## src/rtl/audio_out_pkg.sv

```systemverilog
// Shared types and constants for the two-source audio stream arbiter:
// FSM states, CSR map, CTRL bit positions, ID word and a saturating counter helper.
package audio_out_pkg;

    typedef enum logic [1:0] {
        ST_IDLE   = 2'd0,
        ST_GRANT0 = 2'd1,
        ST_GRANT1 = 2'd2
    } state_t;

    localparam logic [2:0] CSR_CTRL     = 3'd0;
    localparam logic [2:0] CSR_STATUS   = 3'd1;
    localparam logic [2:0] CSR_PKT_CNT0 = 3'd2;
    localparam logic [2:0] CSR_PKT_CNT1 = 3'd3;
    localparam logic [2:0] CSR_DROP_CNT = 3'd4;
    localparam logic [2:0] CSR_ID       = 3'd5;

    localparam int CTRL_EN0   = 0;
    localparam int CTRL_EN1   = 1;
    localparam int CTRL_FIXED = 2;
    localparam int CTRL_CLR   = 3;

    localparam logic [31:0] ARB_ID = 32'h4155_4152;

    typedef struct packed {
        logic       fixed;
        logic [1:0] en;
    } ctrl_t;

    function automatic logic [31:0] sat_add32(input logic [31:0] a, input logic [1:0] inc);
        logic [32:0] sum;
        sum = {1'b0, a} + {31'd0, inc};
        return sum[32] ? 32'hFFFF_FFFF : sum[31:0];
    endfunction

endpackage

```

## src/rtl/rr_arb2.sv

```systemverilog
// Two-way picker: round-robin against the last served source, or source 0 priority when fixed.
// Purely combinational, no backpressure; the caller registers the result.
module rr_arb2 (
    input  logic [1:0] req,
    input  logic       fixed,
    input  logic       last,
    output logic       gnt_vld,
    output logic       gnt_idx
);

    always_comb begin
        gnt_vld = |req;
        gnt_idx = 1'b0;
        if (req == 2'b11) begin
            gnt_idx = fixed ? 1'b0 : ~last;
        end else if (req[1]) begin
            gnt_idx = 1'b1;
        end
    end

endmodule

```

## src/rtl/audio_stream_arb.sv

```systemverilog
// Packet-granular 2:1 audio stream arbiter with CSR block; one registered cycle IDLE->GRANT, then
// zero-latency passthrough where m_ready backpressures only the granted source. Reads return next cycle.
module audio_stream_arb
    import audio_out_pkg::*;
#(
    parameter int DATA_W = 1
) (
    input  logic                  d_clock,
    input  logic                  d_reset,
    input  logic [1:0]            s_data_valid,
    output logic [1:0]            s_ready,
    input  logic [1:0]            s_start_packet,
    input  logic [1:0]            s_end_packet,
    input  logic [2*DATA_W-1:0]   s_data,
    output logic                  m_data_valid,
    input  logic                  m_ready,
    output logic                  m_start_packet,
    output logic                  m_end_packet,
    output logic [DATA_W-1:0]     m_data,
    input  logic [2:0]            iCSR_ADDRESS,
    input  logic                  iCSR_READ,
    input  logic                  iCSR_WRITE,
    input  logic [31:0]           iCSR_WRITE_DATA,
    output logic [31:0]           oCSR_READ_DATA
);

    state_t      state, state_nxt;
    ctrl_t       ctrl;
    logic        last;
    logic [31:0] pkt_cnt0, pkt_cnt1, drop_cnt;
    logic [1:0]  cand, drop;
    logic [1:0]  drop_inc;
    logic        gnt_vld, gnt_idx;
    logic        sel, eop_acc;
    logic        ctrl_wr, cnt_clr;
    logic [31:0] rd_dat;
    logic        wdata_unused;

    assign sel      = (state == ST_GRANT1);
    assign cand     = ctrl.en & s_data_valid & s_start_packet;
    // Non-SOP beats offered while idle belong to no packet: accept and discard them.
    assign drop     = (state == ST_IDLE) ? (ctrl.en & s_data_valid & ~s_start_packet) : 2'b00;
    assign drop_inc = {1'b0, drop[0]} + {1'b0, drop[1]};

    assign ctrl_wr      = iCSR_WRITE && (iCSR_ADDRESS == CSR_CTRL);
    assign cnt_clr      = ctrl_wr && iCSR_WRITE_DATA[CTRL_CLR];
    assign wdata_unused = ^iCSR_WRITE_DATA[31:4];

    rr_arb2 u_rr_arb2 (
        .req     (cand),
        .fixed   (ctrl.fixed),
        .last    (last),
        .gnt_vld (gnt_vld),
        .gnt_idx (gnt_idx)
    );

    always_comb begin
        state_nxt      = state;
        s_ready        = 2'b00;
        m_data_valid   = 1'b0;
        m_start_packet = 1'b0;
        m_end_packet   = 1'b0;
        m_data         = '0;
        eop_acc        = 1'b0;
        case (state)
            ST_IDLE: begin
                s_ready = drop;
                if (gnt_vld) begin
                    state_nxt = gnt_idx ? ST_GRANT1 : ST_GRANT0;
                end
            end
            ST_GRANT0, ST_GRANT1: begin
                // Enable is not consulted here so a packet in flight always completes.
                m_data_valid   = s_data_valid[sel];
                m_start_packet = s_start_packet[sel];
                m_end_packet   = s_end_packet[sel];
                m_data         = sel ? s_data[DATA_W +: DATA_W] : s_data[0 +: DATA_W];
                s_ready        = sel ? {m_ready, 1'b0} : {1'b0, m_ready};
                if (s_data_valid[sel] && m_ready && s_end_packet[sel]) begin
                    eop_acc   = 1'b1;
                    state_nxt = ST_IDLE;
                end
            end
            default: state_nxt = ST_IDLE;
        endcase
    end

    always_comb begin
        rd_dat = '0;
        case (iCSR_ADDRESS)
            CSR_CTRL: begin
                rd_dat[CTRL_EN0]   = ctrl.en[0];
                rd_dat[CTRL_EN1]   = ctrl.en[1];
                rd_dat[CTRL_FIXED] = ctrl.fixed;
            end
            CSR_STATUS:   rd_dat[2:0] = {last, sel, (state != ST_IDLE)};
            CSR_PKT_CNT0: rd_dat = pkt_cnt0;
            CSR_PKT_CNT1: rd_dat = pkt_cnt1;
            CSR_DROP_CNT: rd_dat = drop_cnt;
            CSR_ID:       rd_dat = ARB_ID;
            default:      rd_dat = '0;
        endcase
    end

    always_ff @(posedge d_clock) begin
        if (d_reset) begin
            state          <= ST_IDLE;
            ctrl           <= '0;
            last           <= 1'b1;
            pkt_cnt0       <= '0;
            pkt_cnt1       <= '0;
            drop_cnt       <= '0;
            oCSR_READ_DATA <= '0;
        end else begin
            state <= state_nxt;
            if (eop_acc) begin
                last <= sel;
            end
            if (ctrl_wr) begin
                ctrl.en[0] <= iCSR_WRITE_DATA[CTRL_EN0];
                ctrl.en[1] <= iCSR_WRITE_DATA[CTRL_EN1];
                ctrl.fixed <= iCSR_WRITE_DATA[CTRL_FIXED];
            end
            // Clear has priority over any increment landing on the same edge.
            if (cnt_clr) begin
                pkt_cnt0 <= '0;
                pkt_cnt1 <= '0;
                drop_cnt <= '0;
            end else begin
                if (eop_acc && !sel) pkt_cnt0 <= pkt_cnt0 + 32'd1;
                if (eop_acc && sel)  pkt_cnt1 <= pkt_cnt1 + 32'd1;
                drop_cnt <= sat_add32(drop_cnt, drop_inc);
            end
            if (iCSR_READ) begin
                oCSR_READ_DATA <= rd_dat;
            end
        end
    end

endmodule

```

## config.mk

```make
export PLATFORM = sky130hd
export DESIGN_NAME = audio_stream_arb
export DESIGN_NICKNAME = d
export VERILOG_FILES = /design/src/rtl/audio_out_pkg.sv /design/src/rtl/rr_arb2.sv /design/src/rtl/audio_stream_arb.sv
export SDC_FILE = /design/constraint.sdc
export NUM_CORES = 1
export LEC_CHECK = 0
export CORE_UTILIZATION = 30
export CTS_CLUSTER_SIZE = 20
export DETAILED_ROUTE_END_ITERATION = 6
export GPL_TIMING_DRIVEN = 0
export PLACE_DENSITY = 0.58
export SYNTH_ARGS = -nofsm -noshare
export SYNTH_HDL_FRONTEND = slang
export SYNTH_SLANG_ARGS = --single-unit
```

## constraint.sdc

```tcl
create_clock -name d_clock -period 5.9 [get_ports d_clock]
set_input_delay 0.885 -clock d_clock [delete_from_list [all_inputs] [get_ports d_clock]]
set_output_delay 0.885 -clock d_clock [all_outputs]
set_load 0.1 [all_outputs]
```

Yosys cells after proc, flatten, opt, wreduce, memory -nomap -nowiden --
Cells that the tools add are included.
Storage, ports and cells: bits in read-only memories 0, register bits 134, bits in latches 0, memories kept 0, input bits 48, RAM bits 0
Operators by class: eq/ne operators 10, divide/modulo/power cells 0, bitwise operators 5, magnitude comparators 1, reduce and logical (&&, ||, !) cells 14, $mul 0, add/subtract/negate cells 4, shift operators 0, multiplexer cells 26
Operator list (number):
- 29-bit one-hot mux with 4 select lines | 1
- 32-bit by 1-bit adder with 32-bit output, second input constant | 2
- 32-bit by 2-bit adder with 33-bit output | 1
- 32-bit 2-to-1 mux | 1
- 3-bit one-hot mux with 6 select lines | 1
- 1-bit 2-to-1 mux | 16
- 2-bit 2-to-1 mux | 5
- 2-bit one-hot mux with 2 select lines | 2
- 2-bit bitwise AND | 3
- 3-bit by 2-bit == test with 1-bit output, second input constant | 2
- 3-bit == test, second input constant | 2
- 1-bit logical AND | 6
- 2-bit OR reduction | 3
- 2-bit == test, second input constant | 2
- 2-bit inequality test, second input constant | 2
- 3-bit by 1-bit == test with 1-bit output, second input constant | 1
- 3-bit logical NOT | 1
- 1-bit by 1-bit adder with 2-bit output | 1
- 2-bit by 1-bit == test with 1-bit output, second input constant | 1
- 2-bit logical NOT | 1
- 1-bit by 2-bit < comparator with 1-bit output, second input constant | 1
- 2-bit NOT | 1
- 2-bit AND reduction | 1
- 2-bit nonzero test | 1
- other kinds (2) | 2

Longest topological paths before layout --
Gate-level depths: netlist of run 1.
depth in word-level cells 8, gate-level depth with buffers 11

Cells and area by module --
Synthesis of run 1 repeated with hierarchy kept, for this count alone.
Second synthesis, totals: cells, all modules 819, area, all modules 7039.3 sq um
By module, submodules not included:
- audio_stream_arb | cells an instance 816, area each 7021.7 sq um, times used 1
- rr_arb2 | cells an instance 3, area each 17.5 sq um, times used 1

Worst setup path after synthesis of run 1 --
OpenSTA, ideal clock, no wires.
path type reg-to-output, start register state[0], end output m_data, data required time 5.015 ns, cell stages (with the launch flop) 7, setup slack 2.363 ns, buffers on the path 2, data arrival time 2.652 ns, cells stage by stage dfxtp_1 > inv_1 > ha_1 > clkbuf_1 > buf_1 > mux2i_1 > nor2b_1
Between the ends: word-level cells in the longest chain between the ends 3, elaborated cells between the ends (all ways) 5, those cells by class eq/ne: 2; mux: 2; reduce/logical: 1
Ends and longest elaborated chain:
- start: declaration | line audio_stream_arb.sv:27 | state_t state, state_nxt;
- start signal: assignment | line audio_stream_arb.sv:115 | state <= state_nxt;
- 2-bit == test (*) | line audio_stream_arb.sv:39 | assign sel = (state == ST_GRANT1);
- net sel | line audio_stream_arb.sv:34 | logic sel, eop_acc;
- 1-bit 2-to-1 mux or 2-bit OR reduction (tied branches) | line audio_stream_arb.sv:77, audio_stream_arb.sv:65
- 1-bit 2-to-1 mux (*) | line audio_stream_arb.sv:65 | case (state)
- end: declaration | line audio_stream_arb.sv:19 | output logic [DATA_W-1:0] m_data,
Mark *: on every way through the listed nets, which the timed path passes. The rest lies on a longest branch.

Worst setup path in the final report of run 1 --
Same ends and word-level chain as after synthesis.

==> results.rst, run 1 <==
.. list-table::
   :header-rows: 1

   * - Metric
     - Value
   * - Flops & latches, synth
     - 134
   * - Sum of internal, switching and leakage power
     - about 2.2 mW
   * - Number of stages on the worst hold path
     - 2
   * - Worst clock skew
     - approximately 0.0096 ns
   * - Class of the tightest hold or removal check
     - flip-flop to flip-flop
   * - Fraction of registers with async set or reset after synthesis
     - 0
   * - Worst hold slack
     - 0.486 ns
   * - Highest Clock Rate
     - roughly 240 MHz
   * - Number of antenna-violating nets in the routed design
     - 0
   * - Startpoint-to-endpoint class of the critical path
     - flip-flop to output pin
   * - Startpoint type of the worst setup path
     - flip-flop
   * - Number of clock sinks seen by CTS
     - 134
   * - Maximum number of pins on one net before global-route repair
     - 17
   * - Actual slew at the worst max-slew pin
     - about 1.2 ns
   * - Setup repair after global routing missed its margin
     - false
   * - Number of clock buffers inserted by TritonCTS
     - 17
   * - Net count of the mapped netlist
     - slightly above 900
   * - Final min period
     - 4.25 ns
   * - Vias in the first global route
     - 6166
   * - Cell area after technology mapping
     - a little over 7000 µm²
   * - Max-capacitance violation count
     - 0
   * - Critical R2R Launch
     - state[0]
   * - Chip Height
     - about 160 µm
   * - Starting density of the core
     - 0.306
   * - Vias/cell
     - about 5.2
   * - Share of synthesized area occupied by flip-flops and latches
     - 0.375
   * - Routed length per instance
     - roughly 17 µm
   * - Area of the core
     - ~23000 µm²
   * - Count of flip-flops with a built-in enable after synthesis
     - 0
   * - Area Overhead vs Synth
     - 21.2%
   * - Initial antenna violation count
     - 0
   * - Number of iterations in the first detailed-routing pass
     - 5
   * - CTS HTree Levels
     - 4
   * - Congestion Overflow GR
     - 0
   * - Number of endpoints with negative hold slack in the final report
     - 0
   * - Number of standard cells in the layout, taps in and fillers out
     - approximately 1300
   * - Cell with the largest stage delay on the worst path
     - sky130_fd_sc_hd__clkdlybuf4s50_1
   * - Number of cells traversed by the worst register-to-register path
     - 11
   * - Period Utilization, post-route
     - 0.720
   * - DRC violation count after routing
     - 0
   * - Global-route wire length before repair
     - 33400 µm
   * - Number of endpoints failing setup at the final stage
     - 0
   * - P_leak
     - ~2.7 nW
   * - Accumulated negative setup slack
     - 0 ns
   * - Worst Path Max Fanout
     - 10
   * - Most used cells in the layout excluding fill and tap cells
     - 134 x sky130_fd_sc_hd__dfxtp_1, 81 x sky130_fd_sc_hd__nor2_1, 63 x sky130_fd_sc_hd__a21oi_1, 58 x sky130_fd_sc_hd__mux2i_1, 55 x sky130_fd_sc_hd__nand2_1
   * - Setup bufs post-CTS
     - 0
   * - Series of cell instances along the critical path
     - inv_1, ha_1, clkbuf_1, buf_1, mux2i_1, nor2b_1, clkdlybuf4s50_1
   * - Chip Width
     - ~160 µm
   * - Number of rows created at floorplan
     - 56
   * - Crit path largest cell delay
     - around 1.1 ns
   * - Mean Syn Cell Area
     - 8.39 µm²
   * - Post-cts hold buffer count
     - 0
   * - Status
     - completed
   * - Data required, critical path
     - about 5 ns
   * - Maximum vdd ir drop
     - approximately 0.00018 V
   * - Total die area
     - around 24000 µm²
   * - Clock tree from TritonCTS
     - done
   * - Count of synthesis-stage warnings from yosys
     - 0
   * - Layout cells sized above 1
     - 0.0725
   * - Global placer's final weighted congestion
     - approximately 0.86
   * - Most common cell after layout, fill and taps aside
     - sky130_fd_sc_hd__dfxtp_1
   * - Max-slew headroom at the worst pin
     - 0.180
   * - Total wire length
     - around 21000 µm
   * - Total via count in the routed design
     - between 6000 and 7000
   * - CTS max path bufs
     - 2
   * - Count of cells resized by post-cts repair
     - 0
   * - Clk_lat worst skew
     - about 0.43 ns
   * - Most used DFF post-synth
     - sky130_fd_sc_hd__dfxtp_1
   * - Filler cell count in the final layout
     - 2469
   * - Hold-critical path endpoint
     - pkt_cnt1[30]
   * - Worst reg2reg setup slack
     - 2.27 ns
   * - Count of distinct cell types in the synthesized netlist
     - 62
   * - Endpoint arrival time on the critical path
     - ~3.4 ns
   * - Worst setup EP type
     - output pin
   * - # diodes
     - 0
   * - Placed Cells incl. Taps
     - ~1200
   * - Ports placed on the boundary
     - 86
   * - Placed wire-length estimate
     - 15500 µm
   * - Worst hold start
     - pkt_cnt1[30]
   * - Clock input transition at the sequential cells of the worst setup and hold paths
     - ~0.060 ns
   * - Post-synthesis instance total
     - around 850
   * - Max-slew violations
     - 0
   * - Post-layout net count
     - 980
   * - Library cell used as clock root buffer
     - sky130_fd_sc_hd__clkbuf_16
   * - Power density cells
     - 253 nW/µm²
   * - Overall track demand over capacity in global routing
     - 0.177
   * - Detailed Route Iter0 Violations
     - 480
   * - Endpoint of the worst register-to-register path
     - drop_cnt[0]
   * - Count of input and output buffers
     - 54
## power by group
| part | internal [mW] | total (mW) | switching, mW |
|---|---|---|---|
| sequential | 0.913 | 0.920 | 0.00658 |
| clock | 0.631 | 1.05 | 0.415 |
| combinational | 0.0635 | 0.229 | 0.165 |
| total | 1.61 | 2.20 | 0.587 |
## worst max-delay path, delay by kind of cell, from the launching register on
kind | cells | cell delay (ns)
and+or+nand+nor | 1 | 0.13
DFF | 1 | 0.33
muxes | 1 | 0.14
adders and majority gates | 1 | 0.26
buffers and inverters | 4 | 2.07
## synthesized netlist by cell type, types with 2 or more instances
cell | n | area share
sky130_fd_sc_hd__dfxtp_1 | 134 | 0.38
sky130_fd_sc_hd__nor2_1 | 81 | 0.043
sky130_fd_sc_hd__a21oi_1 | 63 | 0.044
sky130_fd_sc_hd__mux2i_1 | 58 | 0.081
sky130_fd_sc_hd__nand2_1 | 55 | 0.029
sky130_fd_sc_hd__clkbuf_1 | 33 | 0.017
sky130_fd_sc_hd__nand3_1 | 31 | 0.022
sky130_fd_sc_hd__o21ai_0 | 27 | 0.019
sky130_fd_sc_hd__inv_1 | 26 | 0.014
sky130_fd_sc_hd__nand4_1 | 25 | 0.022
sky130_fd_sc_hd__nand2b_1 | 23 | 0.020
sky130_fd_sc_hd__nor2b_1 | 23 | 0.020
sky130_fd_sc_hd__or4_1 | 23 | 0.024
sky130_fd_sc_hd__o31ai_1 | 22 | 0.023
sky130_fd_sc_hd__nor3_1 | 21 | 0.015
sky130_fd_sc_hd__o2bb2ai_1 | 19 | 0.023
sky130_fd_sc_hd__xnor2_1 | 19 | 0.023
sky130_fd_sc_hd__nor4_1 | 17 | 0.015
sky130_fd_sc_hd__or3_1 | 17 | 0.015
sky130_fd_sc_hd__a31oi_1 | 16 | 0.014
sky130_fd_sc_hd__buf_2 | 16 | 0.011
sky130_fd_sc_hd__and4_1 | 12 | 0.015
sky130_fd_sc_hd__and3_1 | 11 | 0.0096
sky130_fd_sc_hd__o221ai_1 | 10 | 0.012
sky130_fd_sc_hd__xor2_1 | 8 | 0.0098
sky130_fd_sc_hd__buf_1 | 6 | 0.0031
sky130_fd_sc_hd__ha_1 | 6 | 0.010
sky130_fd_sc_hd__mux2_2 | 3 | 0.0047
sky130_fd_sc_hd__nor3b_1 | 3 | 0.0031
sky130_fd_sc_hd__a211oi_1 | 2 | 0.0021
sky130_fd_sc_hd__a21o_1 | 2 | 0.0021
sky130_fd_sc_hd__a311oi_1 | 2 | 0.0025
sky130_fd_sc_hd__a31o_2 | 2 | 0.0025
sky130_fd_sc_hd__and2_1 | 2 | 0.0017
sky130_fd_sc_hd__mux4_2 | 2 | 0.0063
sky130_fd_sc_hd__nand3b_1 | 2 | 0.0021
sky130_fd_sc_hd__nand4b_1 | 2 | 0.0025
sky130_fd_sc_hd__nor4_2 | 2 | 0.0035
sky130_fd_sc_hd__o21bai_1 | 2 | 0.0021
sky130_fd_sc_hd__or3_2 | 2 | 0.0021
## registers in the layout, indices dropped and copies added, names as in the netlist
register / flops
drop_cnt: 32
ctrl: 3
oCSR_READ_DATA: 32
pkt_cnt1: 32
last: 1
state: 2
pkt_cnt0: 32
## worst max path at each step
stage	from	end	slack, ns	cells after the start
after floorplan	state[0]	m_data	2.36	6
after global placement	s_data_valid[1]	drop_cnt[18]	1.44	10
after detailed placement	s_data_valid[1]	drop_cnt[0]	1.45	10
after CTS	state[0]	m_data	1.63	7
after global routing	state[0]	m_data	1.40	7
final	state[0]	m_data	1.65	7
## cells by family after synthesis
| kind of cell | Yosys count | synth area share |
|---|---|---|
| and+or+nand+nor | 364 | 0.283 |
| AOI/OAI and AO/OA | 175 | 0.157 |
| DFF | 134 | 0.375 |
| buffers and inverters | 82 | 0.0469 |
| muxes | 63 | 0.0922 |
| xor gates and xnor gates | 27 | 0.0331 |
| adders and majority gates | 7 | 0.0133 |
## cell type report
type	count	area, µm²	area share
Tap cell	319	399	0.0461
Clock inverter	12	129	0.0149
Timing Repair Buffer	54	541	0.0624
Inverter	26	97.6	0.0113
Multi-Input combinational cell	636	4130	0.477
Buffer	56	238	0.0274
Clock buffer	20	447	0.0515
Sequential cell	134	2680	0.310
## metal layers
layer,vias to the layer above,part of all wire,routed length (µm),track usage
met4,0,0.021,426,0.0616
met2,130,0.47,9790,0.293
met1,3104,0.47,9800,0.232
met5,-,0,0,0
li1,3291,-,-,-
met3,27,0.036,739,0.0307
## per-stage QoR
stage	utilization	setup slack, ns	instance area, µm²
after floorplan	-	2.36	7150
after global placement	0.346	1.44	8090
after detailed placement	0.346	1.45	8090
after CTS	0.370	1.63	8670
after global routing	0.370	1.40	8670
final	0.370	1.65	8670
(Power assumes the default switching activity.)
==> run 2, diff against run 1 <==
--- a/config.mk
+++ b/config.mk
@@ -9,7 +9,7 @@
 export CTS_CLUSTER_SIZE = 20
 export DETAILED_ROUTE_END_ITERATION = 6
 export GPL_TIMING_DRIVEN = 0
-export PLACE_DENSITY = 0.58
+export PLACE_DENSITY = 0.6
 export SYNTH_ARGS = -nofsm -noshare
 export SYNTH_HDL_FRONTEND = slang
 export SYNTH_SLANG_ARGS = --single-unit
==> constraint.sdc (replaced) <==
create_clock -name d_clock -period 3.5 [get_ports d_clock]
set_input_delay 0.525 -clock d_clock [delete_from_list [all_inputs] [get_ports d_clock]]
set_output_delay 0.525 -clock d_clock [all_outputs]
set_load 0.1 [all_outputs]
==> run 2 against run 1 <==
Effect of this change:
- flip-flop and latch count did not move
- total power rose by 70%
- highest routed layer unchanged
- global-route usage fell by 0.089 points
==> results.rst, run 2 (synthesis gave the netlist of run 1 again) <==
.. list-table::
   :header-rows: 1

   * - Metric
     - Value
   * - Number of clock sinks seen by CTS
     - roughly 130
   * - Vias in the first global route
     - just over 6000
   * - Maximum vdd ir drop
     - between 0.0003 and 0.0004 V
   * - Global placer's final weighted congestion
     - roughly 0.87
   * - Library cell used as clock root buffer
     - sky130_fd_sc_hd__clkbuf_16
   * - Starting density of the core
     - 0.306
   * - Number of endpoints with negative hold slack in the final report
     - 0
   * - Number of rows created at floorplan
     - 56
   * - Number of cells traversed by the worst register-to-register path
     - 11
   * - Total die area
     - around 24000 µm²
   * - Detailed Route Iter0 Violations
     - about 480
   * - Most used cells in the layout excluding fill and tap cells
     - 134 x sky130_fd_sc_hd__dfxtp_1, 81 x sky130_fd_sc_hd__nor2_1, 63 x sky130_fd_sc_hd__a21oi_1, 58 x sky130_fd_sc_hd__mux2i_1, 55 x sky130_fd_sc_hd__nand2_1
   * - Startpoint type of the worst setup path
     - flip-flop
   * - Max-slew headroom at the worst pin
     - 0.0884
   * - Initial antenna violation count
     - 0
   * - Placed wire-length estimate
     - about 15000 µm
   * - Number of endpoints failing setup at the final stage
     - 0
   * - Endpoint arrival time on the critical path
     - about 3.6 ns
   * - Clk_lat worst skew
     - about 0.44 ns
   * - P_leak
     - ~2.8 nW
   * - Worst Path Max Fanout
     - 10
   * - Total wire length
     - 20700 µm
   * - Maximum number of pins on one net before global-route repair
     - 17
   * - Congestion Overflow GR
     - 0
   * - CTS max path bufs
     - 2
   * - Power density cells
     - about 430 nW/µm²
   * - Post-layout net count
     - 985
   * - Sum of internal, switching and leakage power
     - 3.73 mW
   * - Cell Area, Placed
     - between 8000 and 9000 µm²
   * - Data required, critical path
     - 3.86 ns
   * - Startpoint-to-endpoint class of the critical path
     - flip-flop to flip-flop
   * - Number of stages on the worst hold path
     - 2
   * - CTS HTree Levels
     - 4
   * - Routed length per instance
     - ~16 µm
   * - Hold-critical path endpoint
     - oCSR_READ_DATA[1]
   * - Worst setup EP type
     - flip-flop
   * - Number of iterations in the first detailed-routing pass
     - 5
   * - Total via count in the routed design
     - about 6600
   * - Count of input and output buffers
     - 54
   * - Number of clock buffers inserted by TritonCTS
     - 17
   * - Chip Height
     - between 150 and 200 µm
   * - Chip Width
     - roughly 160 µm
   * - Vias/cell
     - 5.20
   * - Post-route cell area
     - 8740 µm²
   * - Actual slew at the worst max-slew pin
     - ~1.4 ns
   * - Area Overhead vs Synth
     - 22.2%
   * - Worst reg2reg setup slack
     - about 0.28 ns
   * - Highest Clock Rate
     - 310 MHz
   * - Class of the tightest hold or removal check
     - flip-flop to flip-flop
   * - Number of antenna-violating nets in the routed design
     - 0
   * - Status
     - completed
   * - # diodes
     - 0
   * - Max-capacitance violation count
     - 0
   * - Most common cell after layout, fill and taps aside
     - sky130_fd_sc_hd__dfxtp_1
   * - Ports placed on the boundary
     - 86
   * - Final min period
     - 3.22 ns
   * - Endpoint of the worst register-to-register path
     - drop_cnt[14]
   * - Worst hold start
     - oCSR_READ_DATA[1]
   * - Clock tree from TritonCTS
     - done
   * - Area of the core
     - roughly 23000 µm²
   * - Overall track demand over capacity in global routing
     - 0.176
   * - DRC violation count after routing
     - 0
   * - Global-route wire length before repair
     - around 33000 µm
   * - Clock input transition at the sequential cells of the worst setup and hold paths
     - around 0.060 ns
   * - Layout cells sized above 1
     - 0.0848
   * - Setup repair after global routing missed its margin
     - false
   * - Worst clock skew
     - 0.0155 ns
   * - Max-slew violations
     - 0
   * - Critical R2R Launch
     - state[0]
   * - Period Utilization, post-route
     - 0.920
run 2: what timing repair did:
item / in CTS / in global routing
setup endpoints to repair: 32 / 34
pin swaps: 0 / 1
buffers inserted: 0 / 5
hold buffers: 0 / 0
gates resized for setup: 14 / 6
run 2: layout make-up:
type / instances / area, µm²
Timing Repair Buffer: 59 / 581
Fill cell: 2472 / 14700
Buffer: 56 / 239
Sequential cell: 134 / 2680
Multi-Input combinational cell: 636 / 4150
Inverter: 26 / 97.6
Clock inverter: 8 / 96.3
Clock buffer: 24 / 492
Tap cell: 319 / 399
run 2: worst max-delay path by stage:
stage,startpoint,to,slack [ns],cells past startpoint
5_1_grt,state[0],drop_cnt[14],0.11,11
2_1_floorplan,state[0],m_data,0.32,6
4_1_cts,state[0],s_ready[0],0.03,8
3_5_place_dp,s_data_valid[1],drop_cnt[1],-0.62,10
6_report,state[0],drop_cnt[14],0.28,11
3_3_place_gp,s_data_valid[1],drop_cnt[15],-0.63,10
run 2: power breakdown:
| part | internal (mW) | switching, mW |
|---|---|---|
| Sequential | 1.54 | 0.0102 |
| Combinational | 0.104 | 0.281 |
| Clock | 1.12 | 0.672 |
| Total | 2.76 | 0.964 |
run 2: stage by stage:
step | hold slack, ns | std cells | TNS (ns) | utilization | setup WS (ns)
final | 0.483 | 1262 | 0 | 0.373 | 0.279
after global routing | 0.498 | 1262 | 0 | 0.373 | 0.107
after CTS | 0.485 | 1257 | 0 | 0.371 | 0.0257
after detailed placement | 0.475 | 1225 | -15.69 | 0.346 | -0.620
after global placement | 0.467 | 1225 | -16.68 | 0.346 | -0.634
after floorplan | 0.442 | 852 | 0 | - | 0.323
run 2: routing by layer:
metal / share of wire / routed length [µm] / vias up / global-route usage
met4: 0.023 / 475 / 0 / 0.0738
li1: - / - / 3290 / -
met3: 0.036 / 739 / 22 / 0.0277
met5: 0 / 0 / - / 0
met2: 0.47 / 9650 / 151 / 0.282
met1: 0.48 / 9870 / 3099 / 0.235
run 2: critical path, stage by stage (launching register included):
cell and delay [ns]:
sky130_fd_sc_hd__dfxtp_1 0.32, sky130_fd_sc_hd__inv_1 0.08, sky130_fd_sc_hd__ha_1 0.21, sky130_fd_sc_hd__inv_1 0.11, sky130_fd_sc_hd__nor3_2 0.37, sky130_fd_sc_hd__fa_1 0.35, sky130_fd_sc_hd__ha_1 0.25, sky130_fd_sc_hd__nand3_2 0.16
sky130_fd_sc_hd__or4_4 0.58, sky130_fd_sc_hd__buf_2 0.20, sky130_fd_sc_hd__or3_1 0.35, sky130_fd_sc_hd__a31oi_1 0.16
